File: config.mk
export PLATFORM = sky130hd
export DESIGN_NAME = tiranga_seq
export DESIGN_NICKNAME = d
export VERILOG_FILES = /design/src/rtl/tiranga_pkg.sv /design/src/rtl/tiranga_window.sv /design/src/rtl/tiranga_seq.sv
export SDC_FILE = /design/constraint.sdc
export NUM_CORES = 1
export LEC_CHECK = 0
export CORE_UTILIZATION = 52
export DETAILED_ROUTE_END_ITERATION = 10
export PLACE_DENSITY = 0.83
export SYNTH_ARGS = -nofsm -noshare
export SYNTH_HDL_FRONTEND = slang
export SYNTH_SLANG_ARGS = --single-unit
export TNS_END_PERCENT = 50
File: constraint.sdc
create_clock -name clk -period 4.45 [get_ports clk]
set_input_delay 0.445 -clock clk [delete_from_list [all_inputs] [get_ports clk]]
set_output_delay 0.445 -clock clk [all_outputs]
set_load 0.02 [all_outputs]
File: src/rtl/tiranga_pkg.sv
// Shared types and constants for the tiranga flag sequencer.
//   state_t      : sequencer states IDLE, SAFFRON, WHITE, GREEN, DONE
//   BAND_*       : encodings driven on band_o
package tiranga_pkg;

    typedef enum logic [2:0] {
        IDLE,
        SAFFRON,
        WHITE,
        GREEN,
        DONE
    } state_t;

    localparam logic [1:0] BAND_NONE    = 2'd0;
    localparam logic [1:0] BAND_SAFFRON = 2'd1;
    localparam logic [1:0] BAND_WHITE   = 2'd2;
    localparam logic [1:0] BAND_GREEN   = 2'd3;

endpackage

File: src/rtl/tiranga_window.sv
// Chakra window decode for the white band.
//   cnt      : cycle index within the current band (registered upstream)
//   in_white : high while the sequencer is in WHITE
//   chakra0  : inner window, MID-CHAKRA_INNER <= cnt <= MID+CHAKRA_INNER
//   chakra1  : outer ring between the inner window and MID+/-CHAKRA_OUTER
module tiranga_window #(
    parameter int unsigned BAND_CYCLES  = 300,
    parameter int unsigned CHAKRA_INNER = 30,
    parameter int unsigned CHAKRA_OUTER = 50
) (
    input  logic [15:0] cnt,
    input  logic        in_white,
    output logic        chakra0,
    output logic        chakra1
);

    // Bounds stay non-negative because BAND_CYCLES >= 2*CHAKRA_OUTER+2.
    localparam logic [15:0] IN_LO  = 16'(BAND_CYCLES / 2 - CHAKRA_INNER);
    localparam logic [15:0] IN_HI  = 16'(BAND_CYCLES / 2 + CHAKRA_INNER);
    localparam logic [15:0] OUT_LO = 16'(BAND_CYCLES / 2 - CHAKRA_OUTER);
    localparam logic [15:0] OUT_HI = 16'(BAND_CYCLES / 2 + CHAKRA_OUTER);

    logic inner;
    logic lower_ring;
    logic upper_ring;

    always_comb begin
        inner      = (cnt >= IN_LO) && (cnt <= IN_HI);
        lower_ring = (cnt >= OUT_LO) && (cnt < IN_LO);
        upper_ring = (cnt > IN_HI) && (cnt <= OUT_HI);
        chakra0    = in_white && inner;
        chakra1    = in_white && (lower_ring || upper_ring);
    end

endmodule

File: src/rtl/tiranga_seq.sv
// Flag sequencer: one start request plays saffron, white and green bands of
// BAND_CYCLES cycles each, then a single DONE cycle, then returns to IDLE.
//   clk       : clock, rising edge
//   reset     : synchronous active-low reset
//   start_i   : start request, honoured only in IDLE without abort_i
//   abort_i   : drop back to IDLE from any band state
//   busy_o    : high in SAFFRON, WHITE and GREEN
//   done_o    : one-cycle pulse in DONE
//   band_o    : 0 none, 1 saffron, 2 white, 3 green
//   chakra0_o : inner chakra window (white band only)
//   chakra1_o : outer chakra ring (white band only)
//   cnt_o     : cycle index within the current band
module tiranga_seq
    import tiranga_pkg::*;
#(
    parameter int unsigned BAND_CYCLES  = 300,
    parameter int unsigned CHAKRA_INNER = 30,
    parameter int unsigned CHAKRA_OUTER = 50
) (
    input  logic        clk,
    input  logic        reset,
    input  logic        start_i,
    input  logic        abort_i,
    output logic        busy_o,
    output logic        done_o,
    output logic [1:0]  band_o,
    output logic        chakra0_o,
    output logic        chakra1_o,
    output logic [15:0] cnt_o
);

    localparam logic [15:0] LAST = 16'(BAND_CYCLES - 1);

    state_t      state;
    state_t      state_next;
    logic [15:0] cnt;
    logic [15:0] cnt_next;

    always_ff @(posedge clk) begin
        if (!reset) begin
            state <= IDLE;
            cnt   <= '0;
        end else begin
            state <= state_next;
            cnt   <= cnt_next;
        end
    end

    // Outputs decode only the registered state and cnt.
    always_comb begin
        state_next = state;
        cnt_next   = cnt;
        busy_o     = 1'b0;
        done_o     = 1'b0;
        band_o     = BAND_NONE;

        case (state)
            IDLE: begin
                cnt_next = '0;
                if (start_i && !abort_i) begin
                    state_next = SAFFRON;
                end
            end
            SAFFRON, WHITE, GREEN: begin
                busy_o = 1'b1;
                case (state)
                    SAFFRON: band_o = BAND_SAFFRON;
                    WHITE:   band_o = BAND_WHITE;
                    default: band_o = BAND_GREEN;
                endcase
                if (abort_i) begin
                    state_next = IDLE;
                    cnt_next   = '0;
                end else if (cnt == LAST) begin
                    cnt_next = '0;
                    case (state)
                        SAFFRON: state_next = WHITE;
                        WHITE:   state_next = GREEN;
                        default: state_next = DONE;
                    endcase
                end else begin
                    cnt_next = cnt + 16'd1;
                end
            end
            DONE: begin
                done_o     = 1'b1;
                state_next = IDLE;
                cnt_next   = '0;
            end
            default: begin
                state_next = IDLE;
                cnt_next   = '0;
            end
        endcase
    end

    assign cnt_o = cnt;

    tiranga_window #(
        .BAND_CYCLES  (BAND_CYCLES),
        .CHAKRA_INNER (CHAKRA_INNER),
        .CHAKRA_OUTER (CHAKRA_OUTER)
    ) u_window (
        .cnt      (cnt),
        .in_white (state == WHITE),
        .chakra0  (chakra0_o),
        .chakra1  (chakra1_o)
    );

endmodule

**Yosys cells after proc, flatten, opt, wreduce, memory -nomap -nowiden**

Index checks and enable logic that the tools add are counted.

- Muxes and demuxes: 9
- Multipliers: 0
- Reductions and logical operators: 12
- Bitwise logic cells: 2
- Order comparisons: 6
- Div/mod/pow operators: 0
- Add/sub/neg operators: 1
- Equal/unequal tests: 7
- Shift operators: 0

Operators by type and width:

| kind | number |
|---|---|
| >= comparator 16 x 7 -> 1 bit (second input constant) | 2 |
| less-or-equal comparator 16 x 8 -> 1 bit (second input constant) | 2 |
| adder 16 x 1 -> 16 bit (second input constant) | 1 |
| == test 16 x 9 -> 1 bit (second input constant) | 1 |
| > comparator 16 x 8 -> 1 bit (second input constant) | 1 |
| less-than comparator 16 x 7 -> 1 bit (second input constant) | 1 |
| one-hot mux 3 bit (2 select lines) | 2 |
| two-way mux 3 bit | 3 |
| == test 3 x 2 -> 1 bit (second input constant) | 2 |
| logical AND 1 bit | 6 |
| one-hot mux 2 bit (2 select lines) | 1 |
| OR reduction 4 bit | 1 |
| == test 3 x 1 -> 1 bit (second input constant) | 1 |
| == test 3 bit (second input constant) | 1 |
| zero test 3 bit | 1 |
| inequality test 3 bit (second input constant) | 1 |
| OR reduction 3 bit | 1 |
| two-way mux 1 bit | 2 |
| two-way mux 2 bit | 1 |
| inequality test 2 bit (second input constant) | 1 |
| inverter 1 bit | 2 |
| AND reduction 2 bit | 1 |
| zero test 1 bit | 1 |
| logical OR 1 bit | 1 |

- Word-level logic and storage cells: 39
- Register bits after elaboration: 19
- Bits in latches: 0
- Memory bits (writable): 0
- Input bits: 4
- ROM bits: 0
- Output and inout port bits: 22
- Memories kept: 0

**Longest topological paths before layout**

- Depth after elaboration: 5
- Gate-level depth with buffers: 7
- Mapped depth without buffers: 6

**By module**

From an unflattened synthesis, not the netlist that was laid out.

- Cell total of the unflattened synthesis: 119
- Area, all modules: 1073.5 µm²

By module, submodules not included:

| module | times used | area each (µm²) | sequential area each (µm²) | cells an instance |
|---|---|---|---|---|
| tiranga_seq | 1 | 950.9 | 380.4 | 100 |
| tiranga_window | 1 | 122.6 | 0.0 | 19 |

**Worst setup path after synthesis**

OpenSTA, ideal clock, no wires.

- Path type: reg-to-output
- From: register cnt[0], in the netlist cnt_o[0]
- To: output port chakra1_o
- Data required time: 4.005 ns
- Arrival time: 1.487 ns
- Path slack: 2.518 ns
- Path buffers: 0
- Cell stages (with the launch flop): 7
- Path through: dfxtp_1 inv_1 ha_1 nand2b_1 a21oi_1 nand3_1 a21oi_1

- Cells in the longest elaborated chain, start to end: 4
- Elaborated cells on any way between the ends: 8
- Classes of those cells: order compare (4); reduce/logical (4)

Ends and longest elaborated chain:

| element | RTL line | source |
|---|---|---|
| start: declaration | tiranga_seq.sv:36 | `logic [15:0] cnt;` |
| start signal: assignment | tiranga_seq.sv:45 | `cnt <= cnt_next;` |
| >= comparator 16 x 7 -> 1 bit (tied with other cells) | tiranga_window.sv:29 | `lower_ring = (cnt >= OUT_LO) && (cnt < IN_LO);` |
| logical AND 1 bit (on tied branches) | tiranga_window.sv:29, tiranga_window.sv:30 |  |
| logical OR 1 bit * | tiranga_window.sv:32 | `chakra1 = in_white && (lower_ring \|\| upper_ring);` |
| logical AND 1 bit * | tiranga_window.sv:32 |  |
| end: declaration | tiranga_seq.sv:28 | `output logic chakra1_o,` |

Every way passes the cells marked *; elsewhere a longest branch is shown, timed or not.

**Worst setup path in the final report**

- From: register cnt[10], in the netlist cnt_o[10]
- To: output port chakra1_o

Same word-level chain as after synthesis.

==> key figures <==
Status
  • Status: completed

Route
  • Detailed-route wire length per cell: 12.55 um
  • Antenna Nets Post-Route: 0
  • Vias: 920
  • Remaining DRCs: 0
  • Drt pass-1 iters: 4
  • Drt via density: 5.257
  • Post-Route WL: 2197 um
  • DR iter-0 viols: 20

GRT
  • First-pass GRT wire length: 3194 um
  • Vias in the first global route: 726
  • Gr ovfl total: 0
  • Largest net degree at the start of global routing: 17
  • GRT Util Overall: 0.2018
  • Initial antenna violation count: 0

Timing
  • Worst slew margin: 0.2995
  • Min Tclk post-route: 2704 ps
  • Slew Viols, Final: 0
  • Period utilization: 0.6077
  • Layout Skew: 4.406 ps
  • Count of final hold-check violations: 0
  • F_max: 369.8 MHz
  • Worst setup margin: 1746 ps
  • Final setup viols: 0
  • RSZ-0062 raised after global routing: no
  • Least-Margin Pin Slew: 1051 ps
  • Setup TNS: 0 ps

Synth
  • Area leader, netlist: dfxtp_1
  • Top cells by count, synth: dfxtp_1, nor2_1, xnor2_1, nor2_4
  • Post-synth EDFFs: 0
  • Adder-cell area share of the yosys netlist: 0.02273
  • Syn nets: 133
  • Area contributors post-synth: dfxtp_1, xnor2_1, nor2_4
  • Most common cell in the netlist: dfxtp_1
  • Post-Syn Instances: 127
  • #FFs+latches synth: 19
  • Post-Syn Area per Cell: 8.670 sq um
  • Asr flop ratio synth: 0
  • Sequential fraction of the synthesis area: 0.3455
  • Mux contribution to synthesized area: 0.01023
  • Synth warnings: 0
  • Unique cell type count in the Yosys netlist: 33
  • Simple-gate portion of the synthesized area: 0.3841
  • Most used DFF post-synth: dfxtp_1
  • Compound-Gate Fraction of Synth Area: 0.05227
  • Mapped Area: 0.001101 sq mm
  • XOR/XNOR Fraction of Synth Area: 0.1034
  • Synth top area share: 0.3455
  • Largest family of logic cells by synthesized area: simple AND/OR/NAND/NOR gates

Clocking
  • Skew-Pair Late Insertion Delay: 290 ps
  • Post-CTS Setup Bufs: 0
  • CTS max path bufs: 2
  • H-tree levels: 1
  • CTS buffer count: 3
  • Post-cts hold buffer count: 0
  • # clock sinks: 19
  • CTS tree: yes
  • Root buf cell: clkbuf_4
  • Post-CTS sizing: 0
  • Clk pin slew, worst setup/hold paths: 100 ps

Floorplanning
  • # rows: 16
  • Top Ports: 26
  • Core Region: 0.001982 sq mm
  • Initial Utilization: 0.5556
  • Die footprint: 0.002305 sq mm
  • Die W: 48.02 um
  • Die height: 48.02 um

Critical path
  • Setup crit end kind: output port
  • Worst EP arrival: 2260 ps
  • Startpoint types: register
  • Flop-to-flop setup slack: 2120 ps
  • Crit path kind: register to output port
  • CP Max Fanout: 6
  • WP data required: 4010 ps

Layout
  • Nets: 155
  • Share of post-route cells with drive strength above 1: 0.1014
  • Diode count: 0
  • Finished Layout Cells: 175
  • Synthesis-to-finish area growth: 22.05%
  • Design area: 0.001344 sq mm

Power
  • Leak: 0.3792 nW
  • Worst vdd ir: 211.3 uV
  • Cell Pwr Density: 198.7 mW/mm^2

Placement
  • Dpl cell area: 0.001318 sq mm
  • Hpwl dp: 1602 um
  • Worst slack, placed: 2068 ps
  • RePlAce Congestion: 0.8392
  • # port buffers: 25
  • Placed insts: 171

Flow run
  • MaxCap Viol Count: 0

Worst hold path
  • Hold Path Class: register to register
[layer usage]
layer	GRT usage	vias up	wire, um
met5	0	-	0
met4	0.07778	0	27
met3	0.06038	4	80
met2	0.3324	24	1092
met1	0.2460	417	997
li1	-	475	-
[registers in the layout, summed over array words and instances (netlist names)]
register	cells
cnt_o	16
state	3
[cell type report]
cell class	count	area, sq um
clock buffers	4	26.28
multi-input cells	94	630.6
well taps	27	33.78
fillers	175	638.1
inverters	6	22.52
flip-flops and latches	19	380.4
repair buffers	25	250.2
[through the flow]
stage,power [mW],utilization,hold slack (ps)
after floorplan,0.1823,-,485.7
after global placement,0.1866,0.6648,477.3
after detailed placement,0.1868,0.6648,497.5
after CTS,0.2718,0.6780,524.0
after global routing,0.2792,0.6780,557.7
final,0.2671,0.6780,524.4
[cell families (layout without fill, tap and decap cells)]
family | count (synthesis) | count (layout)
XOR/XNOR | 13 | 13
AO/OA/AOI/OAI | 9 | 9
AND/OR/NAND/NOR | 69 | 69
flip-flops | 19 | 19
multiplexers | 1 | 1
adder cells (fa/ha/maj) | 2 | 2
buffers and inverters | 14 | 35
[worst paths after layout]
path,to,from,cells past startpoint
max,chakra1_o,cnt_o[10],4
min reg2reg,cnt_o[15],cnt_o[15],2
min,cnt_o[15],cnt_o[15],2
max reg2reg,cnt_o[5],cnt_o[10],4
[cell usage in the layout (no fill, tap or decap)]
master / count
a211oi_1: 1
a21oi_1: 4
and2_1: 3
and3_1: 1
and4_4: 1
and4b_1: 1
clkbuf_1: 1
clkbuf_4: 3
clkdlybuf4s50_1: 25
dfxtp_1: 19
ha_1: 2
inv_1: 6
mux2_2: 1
nand2_1: 6
nand2b_1: 1
nand3_1: 6
nand4_1: 6
nand4b_1: 1
nor2_1: 14
nor2_2: 2
nor2_4: 8
nor2b_1: 4
nor3_1: 6
nor4_1: 4
nor4b_1: 1
o21ai_0: 1
o31a_1: 1
o31ai_1: 1
o41ai_1: 1
or3_1: 3
or3b_1: 1
xnor2_1: 11
xor2_1: 2
[worst max-delay path: stages (launching register included)]
cell and delay [ps]:
dfxtp_1 380, nor4_1 550, nand4_1 250, a21oi_1 170, clkdlybuf4s50_1 620
[where the power goes]
group / internal (mW) / total, mW / switching, mW
sequential: 0.171 / 0.171 / 0.000880
combinational: 0.00579 / 0.0113 / 0.00554
clock: 0.0349 / 0.0843 / 0.0494
total: 0.211 / 0.267 / 0.0559
Power figures use the tool's default switching activity.
